$ cat config.mk
export PLATFORM = sky130hd
export DESIGN_NAME = ro_puf_ctrl
export DESIGN_NICKNAME = d
export VERILOG_FILES = /design/src/rtl/ro_puf_ctrl.sv
export SDC_FILE = /design/constraint.sdc
export NUM_CORES = 1
export LEC_CHECK = 0
export ABC_AREA = 1
export BUFFER_PORTS_ARGS = -buffer_cell sky130_fd_sc_hd__buf_4
export CAP_MARGIN = 20
export CORE_MARGIN = 1.5
export CORE_UTILIZATION = 61
export CTS_BUF_LIST = sky130_fd_sc_hd__clkbuf_2 sky130_fd_sc_hd__clkbuf_4 sky130_fd_sc_hd__clkbuf_8
export DETAILED_ROUTE_END_ITERATION = 10
export PLACE_DENSITY = 0.83
export SLEW_MARGIN = 20
export SYNTH_ARGS = -nofsm -noshare
export SYNTH_HDL_FRONTEND = slang
export SYNTH_SLANG_ARGS = --single-unit
export TNS_END_PERCENT = 10
$ cat constraint.sdc
create_clock -name clk_i -period 2.2 [get_ports clk_i]
set_clock_uncertainty 0.2 [all_clocks]
set_input_delay 0.44 -clock clk_i [delete_from_list [all_inputs] [get_ports clk_i]]
set_output_delay 0.44 -clock clk_i [all_outputs]
set_load 0.02 [all_outputs]
$ cat src/rtl/ro_puf_ctrl.sv
// ro_puf_ctrl: measurement sequencer for a ring-oscillator PUF array.
// A challenge picks two oscillators (A and B). The controller enables the
// array, waits a settle interval, and counts synchronized rising edges of
// both oscillators over a fixed window. It then reports A > B as the
// response bit, along with the raw counts.
//
// Ports:
//   clk_i        system clock
//   rst_i        synchronous, active-low reset
//   start_i      measurement request, sampled only in IDLE
//   challenge_i  {index A, index B}
//   ro_i         raw oscillator outputs (asynchronous to clk_i)
//   ro_en_o      oscillator array enable
//   busy_o       high in every state except IDLE
//   done_o       one-cycle pulse when a result or error is ready
//   response_o   count A > count B
//   tie_o        count A == count B
//   err_o        challenge rejected
//   count_a_o    final edge count of oscillator A
//   count_b_o    final edge count of oscillator B
module ro_puf_ctrl #(
  parameter int NUM_RO = 16,
  parameter int SEL_W  = 4,
  parameter int CNT_W  = 16,
  parameter int WINDOW = 1024,
  parameter int SETTLE = 8
) (
  input  logic               clk_i,
  input  logic               rst_i,
  input  logic               start_i,
  input  logic [2*SEL_W-1:0] challenge_i,
  input  logic [NUM_RO-1:0]  ro_i,
  output logic               ro_en_o,
  output logic               busy_o,
  output logic               done_o,
  output logic               response_o,
  output logic               tie_o,
  output logic               err_o,
  output logic [CNT_W-1:0]   count_a_o,
  output logic [CNT_W-1:0]   count_b_o
);

  // One timer serves both the settle and the window phases.
  localparam int TMR_MAX = (WINDOW > SETTLE) ? WINDOW : SETTLE;
  localparam int TMR_W   = $clog2(TMR_MAX + 1);
  localparam logic [TMR_W-1:0] SETTLE_LAST = TMR_W'(SETTLE - 1);
  localparam logic [TMR_W-1:0] WINDOW_LAST = TMR_W'(WINDOW - 1);
  localparam logic [SEL_W:0]   NUM_RO_L    = (SEL_W+1)'(NUM_RO);
  localparam logic [CNT_W-1:0] CNT_MAX     = {CNT_W{1'b1}};

  typedef enum logic [2:0] {
    ST_IDLE    = 3'd0,
    ST_SETTLE  = 3'd1,
    ST_COUNT   = 3'd2,
    ST_COMPARE = 3'd3,
    ST_DONE    = 3'd4
  } state_e;

  state_e             state_q;
  logic [2*SEL_W-1:0] chal_q;
  logic [TMR_W-1:0]   tmr_q;
  logic [CNT_W-1:0]   cnt_a_q, cnt_b_q;
  logic [2:0]         sync_a_q, sync_b_q;
  logic               ro_en_q, busy_q, done_q, response_q, tie_q, err_q;
  logic [CNT_W-1:0]   count_a_q, count_b_q;

  logic [SEL_W-1:0]   idx_a_s, idx_b_s;
  logic               sel_a_s, sel_b_s;
  logic               edge_a_s, edge_b_s;

  // A challenge is usable only if both indices exist and differ.
  function automatic logic chal_valid(input logic [2*SEL_W-1:0] c);
    logic [SEL_W:0] a;
    logic [SEL_W:0] b;
    a = {1'b0, c[2*SEL_W-1:SEL_W]};
    b = {1'b0, c[SEL_W-1:0]};
    return (a != b) && (a < NUM_RO_L) && (b < NUM_RO_L);
  endfunction

  // Increment that sticks at all-ones instead of wrapping.
  function automatic logic [CNT_W-1:0] sat_inc(input logic [CNT_W-1:0] v, input logic en);
    logic [CNT_W-1:0] r;
    if (en && (v != CNT_MAX)) begin
      r = v + CNT_W'(1);
    end else begin
      r = v;
    end
    return r;
  endfunction

  assign idx_a_s = chal_q[2*SEL_W-1:SEL_W];
  assign idx_b_s = chal_q[SEL_W-1:0];

  // Select oscillators A and B from the array using the latched challenge.
  always_comb begin
    sel_a_s = 1'b0;
    sel_b_s = 1'b0;
    for (int i = 0; i < NUM_RO; i++) begin
      sel_a_s = sel_a_s | (ro_i[i] & (idx_a_s == SEL_W'(i)));
      sel_b_s = sel_b_s | (ro_i[i] & (idx_b_s == SEL_W'(i)));
    end
  end

  // Two-flop synchronizer plus delay flop per selected oscillator; runs every cycle.
  always_ff @(posedge clk_i) begin
    if (!rst_i) begin
      sync_a_q <= 3'b000;
      sync_b_q <= 3'b000;
    end else begin
      sync_a_q <= {sync_a_q[1:0], sel_a_s};
      sync_b_q <= {sync_b_q[1:0], sel_b_s};
    end
  end

  // Bit 1 is the synchronized value, bit 2 its one-cycle-old copy.
  assign edge_a_s = sync_a_q[1] & ~sync_a_q[2];
  assign edge_b_s = sync_b_q[1] & ~sync_b_q[2];

  // Measurement sequencer with registered outputs.
  always_ff @(posedge clk_i) begin
    if (!rst_i) begin
      state_q    <= ST_IDLE;
      chal_q     <= {(2*SEL_W){1'b0}};
      tmr_q      <= {TMR_W{1'b0}};
      cnt_a_q    <= {CNT_W{1'b0}};
      cnt_b_q    <= {CNT_W{1'b0}};
      ro_en_q    <= 1'b0;
      busy_q     <= 1'b0;
      done_q     <= 1'b0;
      response_q <= 1'b0;
      tie_q      <= 1'b0;
      err_q      <= 1'b0;
      count_a_q  <= {CNT_W{1'b0}};
      count_b_q  <= {CNT_W{1'b0}};
    end else begin
      case (state_q)
        ST_IDLE: begin
          if (start_i) begin
            // Results from the previous run are dropped at acceptance.
            chal_q     <= challenge_i;
            busy_q     <= 1'b1;
            tmr_q      <= {TMR_W{1'b0}};
            cnt_a_q    <= {CNT_W{1'b0}};
            cnt_b_q    <= {CNT_W{1'b0}};
            response_q <= 1'b0;
            tie_q      <= 1'b0;
            count_a_q  <= {CNT_W{1'b0}};
            count_b_q  <= {CNT_W{1'b0}};
            if (chal_valid(challenge_i)) begin
              state_q <= ST_SETTLE;
              ro_en_q <= 1'b1;
              err_q   <= 1'b0;
            end else begin
              state_q <= ST_DONE;
              done_q  <= 1'b1;
              err_q   <= 1'b1;
            end
          end
        end
        ST_SETTLE: begin
          if (tmr_q == SETTLE_LAST) begin
            tmr_q   <= {TMR_W{1'b0}};
            state_q <= ST_COUNT;
          end else begin
            tmr_q <= tmr_q + TMR_W'(1);
          end
        end
        ST_COUNT: begin
          cnt_a_q <= sat_inc(cnt_a_q, edge_a_s);
          cnt_b_q <= sat_inc(cnt_b_q, edge_b_s);
          if (tmr_q == WINDOW_LAST) begin
            tmr_q   <= {TMR_W{1'b0}};
            ro_en_q <= 1'b0;
            state_q <= ST_COMPARE;
          end else begin
            tmr_q <= tmr_q + TMR_W'(1);
          end
        end
        ST_COMPARE: begin
          // Equal counts (including both saturated) always give response 0.
          response_q <= (cnt_a_q > cnt_b_q);
          tie_q      <= (cnt_a_q == cnt_b_q);
          count_a_q  <= cnt_a_q;
          count_b_q  <= cnt_b_q;
          err_q      <= 1'b0;
          done_q     <= 1'b1;
          state_q    <= ST_DONE;
        end
        ST_DONE: begin
          done_q  <= 1'b0;
          busy_q  <= 1'b0;
          state_q <= ST_IDLE;
        end
        default: begin
          state_q <= ST_IDLE;
          ro_en_q <= 1'b0;
          busy_q  <= 1'b0;
          done_q  <= 1'b0;
        end
      endcase
    end
  end

  assign ro_en_o    = ro_en_q;
  assign busy_o     = busy_q;
  assign done_o     = done_q;
  assign response_o = response_q;
  assign tie_o      = tie_q;
  assign err_o      = err_q;
  assign count_a_o  = count_a_q;
  assign count_b_o  = count_b_q;

endmodule

# [Word-level counts from Yosys, hierarchy flattened]
# Cells that the tools add are included.
[word_totals] elab_cells=186 output_inout_bits=38 in_bits=27 ff_bits=98
[op_classes] eq_ne=47 order_cmp=1 reduce_logical=20 n_mux=31 bitwise_logic=69 addsub=3
[ops] cell="one-hot mux 16 bit (2 select lines)" count=4
[ops] cell="equality test 4 bit, second input constant" count=16
[ops] cell="2-to-1 mux 16 bit" count=3
[ops] cell="bitwise AND 1 bit" count=34
[ops] cell="2-to-1 mux 11 bit" count=3
[ops] cell="one-hot mux 11 bit (3 select lines)" count=1
[ops] cell="adder 16 x 1 -> 16 bit, second input constant" count=2
[ops] cell="equality test 4 x 3 -> 1 bit, second input constant" count=8
[ops] cell="inequality test 16 bit, second input constant" count=2
[ops] cell="bitwise OR 1 bit" count=30
[ops] cell="equality test 16 bit" count=1
[ops] cell="equality test 4 x 2 -> 1 bit, second input constant" count=4
[ops] cell="greater-than comparator 16 bit" count=1
[ops] cell="inequality test 2 bit, second input constant" count=7
[ops] cell="2-to-1 mux 3 bit" count=4
[ops] cell="one-hot mux 3 bit (4 select lines)" count=1
[ops] cell="AND reduction 3 bit" count=4
[ops] cell="adder 11 x 1 -> 11 bit, second input constant" count=1
[ops] cell="equality test 11 x 10 -> 1 bit, second input constant" count=1
[ops] cell="equality test 11 x 3 -> 1 bit, second input constant" count=1
[ops] cell="2-to-1 mux 1 bit" count=9
[ops] cell="equality test 4 x 1 -> 1 bit, second input constant" count=2
[ops] cell="zero test 4 bit" count=2
[ops] cell="one-hot mux 1 bit (2 select lines)" count=4
[ops] cell="14 further kinds" count=26

# [Longest topological paths before layout]
# Gate-level depths: netlist of run 1.
[logic_depth] depth_word=17 mapped_depth=13 depth_no_buf=13

# [Worst setup path before layout of run 1]
# Ideal clock, no wire load.
[synth_path] kind="reg-to-reg" start="register cnt_b_q[1]" end="register cnt_b_q[15]" arrival_time_ns=1.613 stages_incl_launch_ff=11 synth_period_minus_slack_ns=1.881 setup_ns=0.067 required_time_ns=1.933 n_path_buf=1 setup_slack_ns=0.319 cell_sequence="dfxtp_1 -> ha_1 -> inv_1 -> nor2_4 -> nand2_2 -> o21ai_4 -> nand2_2 -> nand2_4 -> buf_6 -> nand2_1 -> a21oi_2"
[synth_via] elab_chain_len=4 word_cells_on_any_way=7 classes_between="add/sub: 1; eq/ne: 2; mux: 2; reduce/logical: 2"
[synth_rtl] item="from (decl)" line_no="62" rtl="logic [CNT_W-1:0] cnt_a_q, cnt_b_q;"
[synth_rtl] item="from (signal assigned)" line_no="126" rtl="cnt_b_q <= {CNT_W{1'b0}};"
[synth_rtl] item="from (signal assigned)" line_no="144" rtl="cnt_b_q <= {CNT_W{1'b0}};"
[synth_rtl] item="from (signal assigned)" line_no="170" rtl="cnt_b_q <= sat_inc(cnt_b_q, edge_b_s);"
[synth_rtl] item="parallel branches: the longest is 4 deep, another holds adder 16 x 1 -> 16 bit"
# Parallel ways; which one is timed is not known. The select of a mux whose other input is x is not followed.
# A chain may end at the register's enable or synchronous reset.

# [Final worst setup path of run 1]
[layout_path] start="register cnt_b_q[1]" end="register cnt_b_q[9]"
# Same word-level chain as after synthesis.

==> results.json, run 1 <==
{
  "status": "finished with violations",
  "violations": "design-rule violations",
  "final_cell_mix": "nand2_1 (223), nor2_1 (97), dfxtp_1 (95)",
  "cellLeakagePower_nw": 2.62,
  "cts_buffer_depth": 2,
  "grt_pass1_wl_um": 25200,
  "min_period_over_period_pct": 91.0,
  "synth_ff_type": "dfxtp_1",
  "grt_pass1_vias": 5445,
  "via_count": 5849,
  "synth_nets": 905,
  "async_reset_ff_share_pct": 0,
  "num_io_pins": 65,
  "grt_max_degree": 42,
  "hold_end": "chal_q[1]$_SDFFE_PN0P_",
  "fin_tns_setup_ps": 0,
  "worstPathRequired_ps": 2300,
  "drtAntennaViolNets": 0,
  "end_kind": "flip-flop",
  "hold_viol": 0,
  "maxCapViolations": 0,
  "r2r_slack_ps": 200,
  "critPathMaxFanout": 15,
  "crit_path_start_kind": "flip-flop",
  "crit_buf_inv": 1,
  "cts_tree": "yes",
  "avgSynthCellArea_sq_um": 6.53,
  "core-area_sq_um": 8810,
  "fin_crit_ps": 2000,
  "crit_top_cell": "nand2_2",
  "place.detailed.hpwl_um": 11400,
  "hold_buffers": 0,
  "fp.dieW_um": 98.9,
  "root_buffer": "clkbuf_8",
  "worst-endpoint-arrival_ps": 2100,
  "crit_chain": "ha_1 > inv_1 > nor2_4 > nand2_2 > o21ai_4 > nand2_2 > nand2_4 > nand2_1 > a21oi_1",
  "vias_per_cell": 5.66,
  "r2r-end": "cnt_b_q[9]$_SDFFE_PN0P_",
  "ys_seq_elements": 98,
  "ys_warn_count": 0,
  "ir_drop_mv": 0.561,
  "synth.yosys.seq_area_share_pct": 35.0,
  "clk_pin_slew_ps": 100,
  "cp_top_family": "simple AND/OR/NAND/NOR gates",
  "drc": 7,
  "area_delta_synth_final_pct": 15.0,
  "portBuffers": 64,
  "slew_headroom_pct": 65.5,
  "drt_pass1_iterations": 8,
  "whs_path_depth": 3,
  "post_cts_buffers": 0,
  "diodes": 0,
  "ys_types": 32,
  "hp-start": "challenge_i[1]",
  "die-area_sq_um": 9780,
  "path_class": "flip-flop to flip-flop",
  "drive_gt1_share_pct": 14.3,
  "grt_remaining_overflow": 0,
  "p_per_area_nw_per_um2": 808,
  "nets": 967,
  "numCtsBuffers": 9,
  "syn-cell-area_sq_um": 5610,
  "worstRegToRegCells": 9,
  "hold_class": "primary input to flip-flop",
  "cts_resized": 0,
  "timing.rr.start": "cnt_b_q[1]$_SDFFE_PN0P_",
  "p_total_mw": 5.21,
  "finalSetupViolations": 0,
  "wl_per_cell_um": 14.5,
  "track_usage_pct": 31.6,
  "drv_slew": 0,
  "final_core_util_pct": 73.2,
  "chipHeight_um": 98.9,
  "clock_sink_count": 98,
  "rsz0062_at_grt": "false",
  "max_freq_mhz": 499,
  "slowest_delay_ps": 380,
  "drt-initial-drc-count": 282,
  "place_inst": 1018,
  "clk_latency_ps": 360,
  "cts_max_level": 3,
  "fin_cells": 1034,
  "antenna_found_initial": 0,
  "wirelength_um": 15000,
  "num_rows": 34,
  "synth_edf_count": 0,
  "slowest_stage": "dfxtp_2",
  "worst_pin_slew_ps": 517,
  "final_common_cell": "nand2_1",
  "start_util_pct": 63.7,
  "place.gp.congestion": 0.896,
  "synthCells": 859
}
==> worst reg2reg max path: stages, from the launching register on <==
cell and delay (ps):
dfxtp_2 380, ha_1 200, inv_1 90, nor2_4 190, nand2_2 100, o21ai_4 220, nand2_2 140, nand2_4 180
nand2_1 80, a21oi_1 170
==> worst max path at each step <==
| stage | from | to | slack (ps) | cells past startpoint |
|---|---|---|---|---|
| finish | cnt_b_q[1]$_SDFFE_PN0P_ | cnt_b_q[9]$_SDFFE_PN0P_ | 200 | 9 |
| global route | cnt_b_q[1]$_SDFFE_PN0P_ | cnt_b_q[14]$_SDFFE_PN0P_ | 60 | 9 |
| CTS | cnt_a_q[1]$_SDFFE_PN0P_ | cnt_a_q[3]$_SDFFE_PN0P_ | 150 | 9 |
| detailed placement | cnt_a_q[1]$_SDFFE_PN0P_ | cnt_a_q[2]$_SDFFE_PN0P_ | 160 | 9 |
| global placement | cnt_a_q[1]$_SDFFE_PN0P_ | cnt_a_q[11]$_SDFFE_PN0P_ | 240 | 9 |
| floorplan | cnt_b_q[1]$_SDFFE_PN0P_ | cnt_b_q[15]$_SDFFE_PN0P_ | 320 | 10 |
==> report_power, final <==
group | switching [mW] | internal, mW
sequential | 0.107 | 1.91
combinational | 1.51 | 0.572
clock | 0.686 | 0.432
==> flip-flops by register name, summed over array words and instances (netlist names), 3 cells and up <==
signal	cells
cnt_a_q	16
cnt_b_q	16
count_a_o	16
count_b_o	16
tmr_q	11
chal_q	8
state_q	3
sync_a_q	3
sync_b_q	3
==> metal layers <==
metal | vias up | GRT usage (%) | part of all wire [%]
met5 | - | 0 | 0
met4 | 0 | 8.68 | 1.7
met3 | 23 | 3.90 | 6.6
met2 | 205 | 54.1 | 48
met1 | 2673 | 42.3 | 44
li1 | 2948 | - | -
==> final cells by class <==
cell class	instances	area (sq um)
multi-input combinational	635	3150
fill	774	2360
sequential	98	1970
timing repair buffer	88	686
inverter	89	334
tap	108	135
clock buffer	9	124
clock inverter	7	60.1
==> stage by stage <==
| stage | hold WS [ps] | setup WS [ps] | area [sq um] |
|---|---|---|---|
| 6_report | 136 | 198 | 6450 |
| 5_1_grt | 138 | 55.0 | 6450 |
| 4_1_cts | 123 | 146 | 6450 |
| 3_5_place_dp | 212 | 156 | 6260 |
| 3_3_place_gp | 203 | 239 | 6260 |
| 2_1_floorplan | 190 | 319 | 5610 |
==> cells by family (layout without fill, tap and decap cells) <==
logic type / after synthesis / after routing / share of synthesized area [%]
xor+xnor: 15 / 15 / 2.34
flops: 98 / 98 / 35.0
fa+ha+maj: 19 / 19 / 4.24
buf+inv: 126 / 193 / 8.94
compound gates: 121 / 121 / 11.8
simple gates: 480 / 480 / 37.7
==> cell usage after synthesis (3+ instances only) <==
| library cell | instances | area share (%) |
|---|---|---|
| o21ai_0 | 22 | 2.0 |
| nor2_1 | 97 | 6.5 |
| a21oi_2 | 3 | 0.47 |
| nand3_1 | 89 | 7.9 |
| inv_1 | 84 | 5.6 |
| ha_1 | 19 | 4.2 |
| buf_1 | 3 | 0.20 |
| a21oi_1 | 85 | 7.6 |
| inv_2 | 4 | 0.27 |
| nand2_2 | 4 | 0.45 |
| nand2_1 | 223 | 15 |
| clkbuf_1 | 25 | 1.7 |
| nor2_2 | 5 | 0.56 |
| dfxtp_1 | 98 | 35 |
| nor3_1 | 5 | 0.45 |
| nand2_4 | 3 | 0.60 |
| buf_2 | 4 | 0.36 |
| o21bai_1 | 3 | 0.40 |
| nor2_4 | 3 | 0.60 |
| xor2_1 | 13 | 2.0 |
| nand4_1 | 50 | 5.6 |
Power figures use the tool's default switching activity.
==> inputs of run 2 (changes only) <==
ABC_AREA = not set   (was 1)
CORE_UTILIZATION = 60   (was 61)
CTS_CLUSTER_DIAMETER = 40   (was not set)
==> results.json, run 2 <==
{
  "pre_cts_slack_ps": -22.3,
  "final_cell_mix": "buf_4 (104), dfxtp_1 (98), nand2_1 (90)",
  "ys_types": 56,
  "synth_ff_type": "dfxtp_1",
  "clock_sink_count": 98,
  "hold_ws_ps": 120,
  "worst_pin_slew_ps": 713,
  "synth_nets": 631,
  "final_core_util_pct": 76.1,
  "finalSetupViolations": 0,
  "wl_per_cell_um": 15.6,
  "drc": 0,
  "final_common_cell": "buf_4",
  "avgSynthCellArea_sq_um": 8.36,
  "antenna_found_initial": 0,
  "async_reset_ff_share_pct": 0,
  "slew_headroom_pct": 52.3,
  "p_switching_mw": 1.58,
  "place.detailed.hpwl_um": 8840,
  "ir_drop_mv": 0.685,
  "area_delta_synth_final_pct": 21.4,
  "cellLeakagePower_nw": 2.24,
  "core-area_sq_um": 7810,
  "p_sw_share_pct": 34.3,
  "drtAntennaViolNets": 0,
  "rsz0062_at_grt": "true",
  "fp.dieW_um": 93.3,
  "p_per_area_nw_per_um2": 777,
  "synth_top_area_share_pct": 40.1,
  "cts_buffer_depth": 2,
  "max_freq_mhz": 477,
  "grt_busiest_layer": "met2",
  "drt_pass1_iterations": 4,
  "critPathMaxFanout": 6,
  "globalRouteMet3Util_pct": 4.72,
  "crit_path_start_kind": "flip-flop",
  "start_util_pct": 62.6,
  "synth_edf_count": 0,
  "slowest_delay_ps": 560,
  "grt_remaining_overflow": 0,
  "place.gp.congestion": 0.928,
  "numCtsBuffers": 9,
  "ys_warn_count": 0,
  "hold_class": "primary input to flip-flop",
  "drv_slew": 0,
  "p_clk_share_pct": 26.0,
  "chipHeight_um": 93.3,
  "worstPathRequired_ps": 2270,
  "status": "completed",
  "drive_gt1_share_pct": 22.7,
  "grt_pass1_vias": 4281,
  "r2r_slack_ps": 100,
  "end_kind": "flip-flop",
  "yosysTopAreaCell": "dfxtp_1",
  "synthCells": 585,
  "root_buffer": "clkbuf_8",
  "wirelength_um": 12100,
  "path_class": "flip-flop to flip-flop",
  "num_rows": 32,
  "power_frac_seq_pct": 42.6,
  "cts_max_level": 3,
  "fillers": 589,
  "synth.yosys.seq_area_share_pct": 40.1,
  "diodes": 0,
  "die-area_sq_um": 8700,
  "gr-usage-met1_pct": 33.9,
  "fin_crit_ps": 2100,
  "grt_max_degree": 63,
  "post_cts_buffers": 0,
  "ys_seq_elements": 98,
  "grt_pass1_wl_um": 20000,
  "syn-cell-area_sq_um": 4890,
  "nets": 716,
  "worst-endpoint-arrival_ps": 2170,
  "slowest_stage": "or4_4",
  "yosysMostFrequentCell": "dfxtp_1",
  "min_period_over_period_pct": 95.3,
  "portBuffers": 64,
  "crit_chain": "or3b_4 > or4_4 > a211oi_2 > xnor2_1 > nor2_1",
  "pwr-share-comb_pct": 31.4,
  "grtUsageMet2_pct": 53.3,
  "p_int_mw": 3.03,
  "drt-initial-drc-count": 286,
  "clk_pin_slew_ps": 100,
  "synthTopCellsByCount": "dfxtp_1 (98), nand2_1 (90), a21oi_1 (61)",
  "fin_ws_ps": 103,
  "vias_per_cell": 5.93,
  "synthTopCellsByArea": "dfxtp_1 (40%), nand2_1 (6.9%), a21oi_1 (6.2%)",
  "clk_latency_ps": 380,
  "maxCapViolations": 0,
  "cts_tree": "yes",
  "via_count": 4608,
  "hold_viol": 0,
  "track_usage_pct": 29.0,
  "num_io_pins": 65
}
## run 2: layout make-up
type	instances	area, sq um	share of cell area [%]
multi-input combinational	432	2740	46.1
sequential	98	1960	33.0
timing repair buffer	106	821	13.8
clock buffer	10	138	2.32
tap	102	128	2.15
inverter	23	86.3	1.45
clock inverter	6	63.8	1.07
## run 2: metal layers
layer  vias to the layer above  part of all wire [%]
li1                       2266                     -
met1                      2191                    41
met2                       129                    52
met3                        22                   5.1
met4                         0                   1.8
met5                         -                     0
## run 2: final timing paths
check	start	end	cells after the start
setup / recovery	state_q[2]$_SDFFE_PN0P_	cnt_b_q[5]$_SDFFE_PN0P_	5
hold / removal	challenge_i[1]	chal_q[1]$_SDFFE_PN0P_	3
setup reg to reg	state_q[2]$_SDFFE_PN0P_	cnt_b_q[5]$_SDFFE_PN0P_	5
hold reg to reg	sync_b_q[0]$_SDFF_PN0_	sync_b_q[1]$_SDFF_PN0_	1
## run 2: worst max-delay path, delay by kind of cell (launching register included)
kind             cells  cell delay, ps
XOR/XNOR             1             160
flip-flops           1             330
AO/OA/AOI/OAI        1             260
AND/OR/NAND/NOR      3            1050
## run 2: what timing repair did
item / in CTS / in global routing
gates resized for setup: 1 / 5
hold buffers: 0 / 0
setup endpoints to repair: 3 / 16
pin swaps: 0 / 0
endpoints found under the hold margin: 0 / 0
## run 2: kinds of logic (layout without fill, tap and decap cells)
group	Yosys count	in the layout	share of synthesized area, %
multiplexers	16	16	5.86
XOR/XNOR	22	22	3.94
AO/OA/AOI/OAI	109	109	14.0
flip-flops	98	98	40.1
adder cells (fa/ha/maj)	19	19	4.86
buffers and inverters	55	145	4.45
AND/OR/NAND/NOR	266	266	26.8
## run 2: power groups by stage
stage               Sequential, mW  Combinational (mW)  Clock (mW)
floorplan                     2.01               0.902           0
global placement              2.00                1.37           0
detailed placement            2.01                1.42           0
CTS                           1.97                1.43        1.20
global route                  1.98                1.58        1.28
finish                        1.97                1.45        1.20
## run 2: metrics by stage
step	setup TNS, ps	cell area (sq um)	power (mW)	cells
5_1_grt	-8.25	5940	4.84	777
2_1_floorplan	-171	4910	2.92	585
6_report	0	5940	4.61	777
3_3_place_gp	0	5710	3.37	761
4_1_cts	0	5920	4.60	777
3_5_place_dp	-54.0	5710	3.43	761
==> inputs of run 3 (changes only) <==
BUFFER_PORTS_ARGS = -buffer_cell sky130_fd_sc_hd__buf_2   (was -buffer_cell sky130_fd_sc_hd__buf_4)
CORE_MARGIN = not set   (was 1.5)
==> results.json, run 3 (synthesis gave the netlist of run 2 again) <==
{
  "status": "completed",
  "cts_buffer_depth": 2,
  "p_clk_share_pct": 23.6,
  "post-route-cell-area_sq_um": 5780,
  "diodes": 0,
  "place.detailed.hpwl_um": 8690,
  "p_int_mw": 2.82,
  "slowest_stage": "or3b_2",
  "vias_per_cell": 5.99,
  "chipHeight_um": 92.3,
  "drt-initial-drc-count": 227,
  "clk_pin_slew_ps": 90,
  "nets": 718,
  "start_util_pct": 62.6,
  "drt_pass1_iterations": 5,
  "via_count": 4655,
  "root_buffer": "clkbuf_8",
  "cp_top_family": "simple AND/OR/NAND/NOR gates",
  "final_core_util_pct": 74.0,
  "numCtsBuffers": 9,
  "clk_latency_ps": 370,
  "slew_headroom_pct": 48.9,
  "wirelength_um": 12200,
  "clock_sink_count": 98,
  "p_per_area_nw_per_um2": 762,
  "drc": 0,
  "power_frac_seq_pct": 44.7,
  "portBuffers": 64,
  "path_class": "flip-flop to flip-flop",
  "drv_slew": 0,
  "p_switching_mw": 1.58,
  "crit_buf_inv": 1,
  "place.gp.congestion": 0.921,
  "hold_ws_ps": 136,
  "min_period_over_period_pct": 97.3,
  "num_rows": 32,
  "hold_buffers": 0,
  "grt_pass1_vias": 4573,
  "hold_viol": 0,
  "drtAntennaViolNets": 0,
  "maxCapViolations": 0,
  "core-area_sq_um": 7810,
  "finalSetupViolations": 0,
  "grt_pass1_wl_um": 20400,
  "fillers": 598,
  "fin_crit_ps": 2140,
  "ir_drop_mv": 0.855,
  "max_freq_mhz": 467,
  "fp.dieW_um": 92.3,
  "worst_pin_slew_ps": 764,
  "worst-endpoint-arrival_ps": 2240,
  "critPathMaxFanout": 16,
  "post_cts_buffers": 0,
  "rsz0062_at_grt": "true",
  "wl_per_cell_um": 15.7,
  "grt_remaining_overflow": 0,
  "cts_max_level": 3,
  "p_sw_share_pct": 36.0,
  "track_usage_pct": 29.8,
  "pwr-share-comb_pct": 31.7,
  "final_cell_mix": "dfxtp_1 (98), nand2_1 (90), buf_2 (64)",
  "hold_class": "primary input to flip-flop",
  "cellLeakagePower_nw": 2.22,
  "final_common_cell": "dfxtp_1",
  "dpl-instance-area_sq_um": 5560,
  "crit_chain": "or3b_4 > buf_4 > o21ai_4 > or3b_2 > a31oi_1",
  "slowest_delay_ps": 480,
  "end_kind": "flip-flop",
  "cts_tree": "yes",
  "drive_gt1_share_pct": 22.8,
  "die-area_sq_um": 8510,
  "num_io_pins": 65,
  "crit_path_start_kind": "flip-flop",
  "grt_max_degree": 63,
  "worstPathRequired_ps": 2300,
  "antenna_found_initial": 0,
  "area_delta_synth_final_pct": 18.2
}
## run 3: worst paths after layout
path | start | to | slack [ps] | cells after the start
min reg2reg | sync_a_q[0]$_SDFF_PN0_ | sync_a_q[1]$_SDFF_PN0_ | 240 | 1
max reg2reg | state_q[1]$_SDFFE_PN0P_ | tmr_q[7]$_SDFFE_PN0P_ | 60 | 5
min | challenge_i[6] | chal_q[6]$_SDFFE_PN0P_ | 140 | 3
max | state_q[1]$_SDFFE_PN0P_ | tmr_q[7]$_SDFFE_PN0P_ | 60 | 5
## run 3: area by class of cell
class	count	area (sq um)	share of cell area (%)
Clock buffer	9	124	2.14
Clock inverter	5	40.0	0.693
Inverter	23	86.3	1.49
Multi-Input combinational cell	432	2780	48.1
Sequential cell	98	1960	33.9
Tap cell	102	128	2.21
Timing Repair Buffer	108	663	11.5
## run 3: metrics by stage
stage          cells  TNS (ps)  power (mW)  worst slack [ps]
2_1_floorplan    585      -171        2.92             -23.7
3_3_place_gp     763      -109        3.28             -98.9
3_5_place_dp     763      -219        3.33              -138
4_1_cts          777         0        4.38              4.53
5_1_grt          777      -102        4.63             -47.7
6_report         777         0        4.40              59.6
## run 3: routing by layer
metal / global-route usage (%) / share of wire (%)
met1: 34.8 / 42
met2: 54.1 / 51
met5: 0 / 0
met4: 12.1 / 2.5
met3: 4.64 / 4.4
## run 3: worst reg2reg max path: stages, from the launching register on
cell and delay, ps:
dfxtp_1 350, or3b_4 430, buf_4 170, o21ai_4 330, or3b_2 480, a31oi_1 120
## run 3: timing repair
action	in CTS	in global routing
pin swaps	1	1
endpoints found under the setup margin	6	21
hold endpoints to repair	0	0
resized for setup	4	7
## run 3: power by group through the flow
stage	clock [mW]	combinational (mW)	sequential (mW)
global route	1.14	1.51	1.98
global placement	0	1.28	2.00
finish	1.04	1.40	1.97
floorplan	0	0.902	2.01
detailed placement	0	1.32	2.01
CTS	1.05	1.36	1.97
